### src/rtl/led_sweep_ctrl.sv
// led_sweep_ctrl: knight-rider LED sweep sequencer with pass count and stop; define LED_SWEEP_CTRL_DWELL_EN for end dwell
module led_sweep_ctrl #(
  parameter int WIDTH    = 8,
  parameter int PRESCALE = 4,
  parameter int DWELL    = 2
) (
  input  logic             clk_i,
  input  logic             rst_i,
  input  logic             start_i,
  input  logic             stop_i,
  input  logic [3:0]       speed_i,
  input  logic [3:0]       passes_i,
  output logic [WIDTH-1:0] leds_o,
  output logic             busy_o,
  output logic             dir_o,
  output logic             done_o
);
  localparam int CW  = $clog2(16 * PRESCALE);
  localparam int DWW = $clog2(DWELL + 1);
`ifdef LED_SWEEP_CTRL_DWELL_EN
  localparam bit DWELL_EN = 1'b1;
`else
  localparam bit DWELL_EN = 1'b0;
`endif
  typedef enum logic [2:0] {IDLE, LEFT, DWELL_L, RIGHT, DWELL_R} state_t;
  state_t state, state_n;
  logic [CW-1:0] cnt, period_m1;
  logic [DWW-1:0] dwell_cnt;
  logic [3:0] speed_q, passes_q, pass_cnt;
  logic tick, dwell_last, last_pass;
  assign period_m1  = CW'((32'(speed_q) + 32'd1) * PRESCALE - 1);
  assign tick       = (state != IDLE) && (cnt == period_m1);
  assign dwell_last = dwell_cnt == DWW'(DWELL - 1);
  assign last_pass  = (passes_q != 4'd0) && (pass_cnt + 4'd1 == passes_q);
  always_ff @(posedge clk_i) begin
    if (rst_i) state <= IDLE;
    else state <= state_n;
  end
  // one-hot position: bit WIDTH-2 set means the next left shift lands on the MSB
  always_comb begin
    state_n = state;
    if (stop_i) state_n = IDLE;
    else case (state)
      IDLE:    state_n = start_i ? LEFT : IDLE;
      LEFT:    state_n = (tick && leds_o[WIDTH-2]) ? (DWELL_EN ? DWELL_L : RIGHT) : LEFT;
      DWELL_L: state_n = (tick && dwell_last) ? RIGHT : DWELL_L;
      RIGHT:   state_n = (tick && leds_o[1]) ? (last_pass ? IDLE : (DWELL_EN ? DWELL_R : LEFT)) : RIGHT;
      DWELL_R: state_n = (tick && dwell_last) ? LEFT : DWELL_R;
      default: state_n = IDLE;
    endcase
  end
  always_comb begin
    busy_o = state != IDLE;
    dir_o  = (state == DWELL_L) || (state == RIGHT);
  end
  always_ff @(posedge clk_i) begin
    if (rst_i) begin
      leds_o    <= '0;
      done_o    <= 1'b0;
      cnt       <= '0;
      dwell_cnt <= '0;
      speed_q   <= '0;
      passes_q  <= '0;
      pass_cnt  <= '0;
    end else begin
      done_o <= 1'b0;
      if (state == IDLE) begin
        cnt       <= '0;
        dwell_cnt <= '0;
        if (start_i && !stop_i) begin
          speed_q  <= speed_i;
          passes_q <= passes_i;
          pass_cnt <= '0;
          leds_o   <= WIDTH'(1);
        end
      end else if (stop_i) begin
        leds_o <= '0;
        cnt    <= '0;
      end else begin
        cnt <= tick ? '0 : cnt + 1'b1;
        if (tick) case (state)
          LEFT:             leds_o <= leds_o << 1;
          DWELL_L, DWELL_R: dwell_cnt <= dwell_last ? '0 : dwell_cnt + 1'b1;
          RIGHT:
            if (leds_o[1]) begin
              pass_cnt <= pass_cnt + 4'd1;
              leds_o   <= last_pass ? '0 : WIDTH'(1);
              done_o   <= last_pass;
            end else leds_o <= leds_o >> 1;
          default: ;
        endcase
      end
    end
  end
endmodule

### config.mk
export PLATFORM = sky130hd
export DESIGN_NAME = led_sweep_ctrl
export DESIGN_NICKNAME = d
export VERILOG_FILES = /design/src/rtl/led_sweep_ctrl.sv
export SDC_FILE = /design/constraint.sdc
export NUM_CORES = 1
export LEC_CHECK = 0
export ABC_AREA = 1
export ABC_CLOCK_PERIOD_IN_PS = 2100
export CAP_MARGIN = 20
export CELL_PAD_IN_SITES_DETAIL_PLACEMENT = 1
export CELL_PAD_IN_SITES_GLOBAL_PLACEMENT = 2
export CORE_UTILIZATION = 25
export CTS_BUF_LIST = sky130_fd_sc_hd__clkbuf_8
export DETAILED_ROUTE_END_ITERATION = 8
export DONT_BUFFER_PORTS = 1
export PLACE_DENSITY_LB_ADDON = 0.1
export SETUP_SLACK_MARGIN = 0.4
export SYNTH_ARGS = -nofsm -noshare
export SYNTH_HDL_FRONTEND = slang
export SYNTH_SLANG_ARGS = --single-unit
export TNS_END_PERCENT = 20
### constraint.sdc
create_clock -name clk_i -period 2.1 [get_ports clk_i]
set_clock_uncertainty 0.15 [all_clocks]
set_input_delay 0.42 -clock clk_i [delete_from_list [all_inputs] [get_ports clk_i]]
set_output_delay 0.42 -clock clk_i [all_outputs]
set_load 0.01 [all_outputs]
---- Yosys cells after proc, flatten, opt, wreduce, memory -nomap -nowiden ----
Index checks and enable logic that the tools add are counted.
storage, ports and cells
  register bits after elaboration ......... 32
  latch bits .............................. 0
  memory bits (writable) .................. 0
  bits in read-only memories .............. 0
  output and inout port bits .............. 11
  word-level logic and storage cells ...... 72
  memories ................................ 0
operators by class
  $add $sub $neg .......................... 5
  $mul .................................... 0
  divide/modulo/power cells ............... 0
  order comparisons ....................... 0
  eq/ne operators ......................... 9
  shifts and indexed selects .............. 0
  muxes and demuxes ....................... 21
  bitwise operators ....................... 4
  reductions and logical operators ........ 25
operators by type and width
  operator               count
  $mux W8                4
  $mux W4                6
  $pmux W8 S2            1
  $pmux W3 S5            1
  $add A4 B1 Y4 const B  2
  $reduce_bool A4 Y1     2
  $mux W7                1
  $add A6 B1 Y6 const B  1
  $eq A3 B2 Y1 const B   2
  $eq A6 B6 Y1           1
  $logic_and A1 B1 Y1    6
  $mux W2                3
  $reduce_and A3 Y1      2
  $reduce_bool A2 Y1     3
  $reduce_bool A3 Y1     2
  $reduce_or A2 Y1       3
  $reduce_or A6 Y1       1
  $sub A6 B1 Y6 const B  1
  $reduce_and A5 Y1      1
  $eq A4 B4 Y1           1
  $mux W1                4
  $ne A2 B1 Y1 const B   2
  $not A1 Y1             4
  $reduce_or A4 Y1       1
  other kinds (9)        9

---- Depth between registers and ports, before layout ----
  depth after elaboration ................. 9
  gate-level depth with buffers ........... 13
  gate-level depth less buffers ........... 13

---- Worst setup path before layout ----
Ideal clock, no wire load.
  kind .................................... flip-flop to flip-flop
  start ................................... reg speed_q[0]
  end ..................................... reg leds_o[3]
  setup time .............................. 0.119 ns
  arrival ................................. 1.482 ns
  setup slack ............................. 0.349 ns
  cell stages (with the launch flop) ...... 13
  cell sequence ........................... dfxtp_1 > ha_1 > inv_1 > nand2_1 > nand2_1 > nor2_1 > nor2_1 > nand3_2 > nand2_1 > nand2_2 > buf_6 > o21ai_0 > a21oi_1
on the way
  word-level cells in the longest chain between the ends .. 6
RTL lines
  what                          line  RTL
  from (decl)                   29    logic [3:0] speed_q, passes_q, pass_cnt;
  from (signal assigned)        71    speed_q <= speed_i;
  $add A4 B1 Y4                 31    assign period_m1 = CW'((32'(speed_q) + 32'd1) * PRESCALE - 1);
  $sub A6 B1 Y6                 31
  $eq A6 B6 Y1                  32    assign tick = (state != IDLE) && (cnt == period_m1);
  $logic_and A1 B1 Y1           32
  $reduce_bool A3 Y1 (no line)  --
  $reduce_and A3 Y1 (no line)   --
  to (signal assigned)          82    LEFT: leds_o <= leds_o << 1;
  to (signal assigned)          87    leds_o <= last_pass ? '0 : WIDTH'(1);
  to (signal assigned)          89    end else leds_o <= leds_o >> 1;
  to (decl)                     13    output logic [WIDTH-1:0] leds_o,
No other way between the ends.
A chain may end at the register's enable or synchronous reset.

---- Worst setup path in the final report ----
  start ................................... reg speed_q[1]
  end ..................................... reg pass_cnt[1]
on the way
  word-level cells in the longest chain between the ends .. 6
RTL lines
  what                          line  RTL
  $add A4 B1 Y4                 31
  $sub A6 B1 Y6                 31
  $eq A6 B6 Y1                  32
  $logic_and A1 B1 Y1           32
  $reduce_bool A2 Y1 (no line)  --
  $reduce_and A5 Y1 (no line)   --
  to (signal assigned)          86    pass_cnt <= pass_cnt + 4'd1;
  to (decl)                     29
No other way between the ends.

==> out/results.ini <==
[run_status]
status=complete, no violations

[synthesis]
post_synth_num_cell_types=31
syn_nets=279
synth_seq_cells=32
synth_cells=263
syn_area_sq_um=1804
synth_warnings=0
syn_area_per_cell_sq_um=6.860
ys_seq_area_share_pct=35.51

[power_and_ir_drop]
clockPowerShare_pct=36.6
pwr-share-comb_pct=14.9
intPower_uw=977.6
netSwitchingPower_uw=408.4
powerDensity_nw_per_um2=634.1
p_sw_share_pct=29.46
leakagePower_uw=0.0008969
seqPwrFrac_pct=48.5
ir_drop_uv=384.7

[clock_network]
insertion_delay_ns=0.28
cts-buffers-inserted=5
cts_tree=done
h-tree-depth=2
cts_root_buf=clkbuf_8
cts.sinks=32
clkSlewWorstSetupHoldPaths_ns=0.07
clk_path_buf_depth=2

[placed_design]
hpwl_um=3602
io_buffers=0
place_inst=360
place.gp.congestion=0.7105

[floorplan]
floorplan.initialDensity_pct=26.27
dieWidth_um=86.95
rows=30
core_sq_um=6869
die_y_um=86.95
ios=23
die_area_sq_um=7560

[drt]
drc=0
routedWlPerCell_um=13.08
wl_um=4864
ant_nets=0
drt_iter0_markers=28
via_count=1645
dr.pass1.iters=4
viasPerCell=4.422

[cells_and_area]
nFillCells=877
antennaDiodeCount=0
drive_gt1_share_pct=22.46
nets=291
final_core_util_pct=31.82
area_growth_syn_to_layout_pct=21.15
finalNonFillerCells=372

[worst_setup_path]
endpoint=pass_cnt[1]$_SDFFE_PP0P_
slowest_stage=dfxtp_4
crit_arrival_ns=1.84
critical_path.startpoint_type=flip-flop
cp_num_cells=13
r2r_slack_ns=0.29
crit_path_max_incr_delay_ns=0.36
crit_start=speed_q[1]$_SDFFE_PP0P_
cp_common_cell=nand2_2
critPathTopFamily=simple AND/OR/NAND/NOR gates
rr_startpoint=speed_q[1]$_SDFFE_PP0P_
critPathRequiredTime_ns=2.13
reg2regPathDepth=13
crit_buf_inv=1
crit_path_end_kind=flip-flop
path_class=reg2reg
path_cells=ha_4 > inv_2 > nand2_2 > nand2_2 > nor2_2 > nor2_2 > nand3_4 > nor2_4 > nand2_4 > nand2_4 > nand2_2 > nand2_1 > nor2_1
path_max_fanout=5
reg2reg_to=pass_cnt[1]$_SDFFE_PP0P_

[timing]
fmax_mhz=553.8
finalCriticalPeriod_ns=1.806
relSlewSlack_pct=73.13
tns_ns=0
rsz0062_at_grt=yes
worst_pin_slew_ns=0.4025
finalMaxSlewViolations=0
post-route-period-util_pct=85.98
setup_violations=0
timing.final.hold_violations=0

[global_routing]
grt_max_degree=17
grt_pass1_vias=1710
gr-usage-met2_pct=22.76
grt_pass1_wl_um=8328
grt_usage_pct=14.36
top_usage_layer=met2
grt_util_met3_pct=3.033
grtUsageMet1_pct=19.28
overflow=0
antenna_found_initial=0

[worst_hold_path]
hp-class=in2reg

[flow_run]
cap_violations=0

## cell usage after synthesis (all sizes together)
master	n	area share, %
o21ai	23	6.8
nand3b	2	0.83
clkinv	1	0.28
inv	37	8.0
and2	1	0.35
or2	1	0.35
xor2	5	2.4
nor2	50	12
dfxtp	32	36
nand4	2	0.69
nand2	59	13
ha	4	2.8
nor3	4	2.4
xnor2	3	1.5
a21oi	17	5.1
buf	2	1.2
nand3	15	4.4
a31oi	3	1.0
clkbuf	2	0.62
## power by group through the flow
stage | logic, uW | clock network [uW] | registers [uW]
3_3_place_gp | 174 | 0 | 688
3_5_place_dp | 173 | 0 | 689
2_1_floorplan | 137 | 0 | 679
4_1_cts | 203 | 536 | 674
6_report | 206 | 507 | 673
5_1_grt | 235 | 561 | 678
## cell usage in the layout, fill, tap and decap left out, drive strengths merged, types with 5 or more instances in the layout
cell,count
nand3,15
inv,37
a21oi,17
xor2,5
clkbuf,6
dfxtp,32
nand2,60
nor2,50
buf,8
o21ai,23
## worst min-delay path by stage
stage / startpoint / end / slack (ns) / cells past startpoint
5_1_grt: rst_i / pass_cnt[1]$_SDFFE_PP0P_ / 0.03 / 1
2_1_floorplan: dwell_cnt[1]$_SDFFE_PP0P_ / dwell_cnt[1]$_SDFFE_PP0P_ / 0.26 / 2
4_1_cts: rst_i / pass_cnt[1]$_SDFFE_PP0P_ / 0.03 / 1
6_report: rst_i / pass_cnt[1]$_SDFFE_PP0P_ / 0.04 / 1
3_5_place_dp: dwell_cnt[1]$_SDFFE_PP0P_ / dwell_cnt[1]$_SDFFE_PP0P_ / 0.28 / 2
3_3_place_gp: dwell_cnt[1]$_SDFFE_PP0P_ / dwell_cnt[1]$_SDFFE_PP0P_ / 0.27 / 2
## worst reg2reg max path: cells and delay by family (launching register included)
| family | cells | cell delay [ns] |
|---|---|---|
| and+or+nand+nor | 11 | 0.92 |
| DFF | 1 | 0.36 |
| adders and majority gates | 1 | 0.24 |
| buffers and inverters | 1 | 0.05 |
## per-stage QoR
stage | total power (uW) | cell area (sq um) | worst slack (ns) | hold slack, ns
4_1_cts | 1413 | 2170 | 0.2816 | 0.03288
3_5_place_dp | 861.7 | 1943 | 0.1697 | 0.2770
6_report | 1386 | 2186 | 0.2944 | 0.04014
5_1_grt | 1473 | 2186 | 0.1493 | 0.02509
3_3_place_gp | 862.0 | 1943 | 0.2139 | 0.2651
2_1_floorplan | 816.8 | 1819 | 0.4110 | 0.2587
## flip-flops by register name, indices dropped and copies added (netlist names)
name	cells
cnt	6
done_o	1
dwell_cnt	2
leds_o	8
pass_cnt	4
passes_q	4
speed_q	4
state	3
## area by class of cell
type	count	area (sq um)	area share [%]
clock buffers	6	82.58	3.778
clock inverters	2	10.01	0.4579
inverters	38	153.9	7.041
multi-input cells	190	1109	50.72
flip-flops and latches	32	650.6	29.77
well taps	96	120.1	5.495
repair buffers	8	60.06	2.748
## repair_timing
action,4_1_cts,5_1_grt
endpoints found under the hold margin,0,0
gates resized for setup,35,3
buffers inserted,2,1
pin swaps,9,10
gates cloned,1,0
hold buffers,0,0
setup endpoints to repair,23,33
## routing by layer
layer | part of all wire, % | wire length [um]
met2 | 45 | 2203
met5 | 0 | 0
met3 | 2.9 | 143
met4 | 0.99 | 48
met1 | 51 | 2469
## kinds of logic after synthesis
logic type | Yosys count | synth area share, %
xor+xnor | 8 | 3.884
compound gates | 43 | 12.97
buf+inv | 42 | 10.12
flops | 32 | 35.51
fa+ha+maj | 4 | 2.774
simple gates | 134 | 34.74
(Power assumes the default switching activity.)
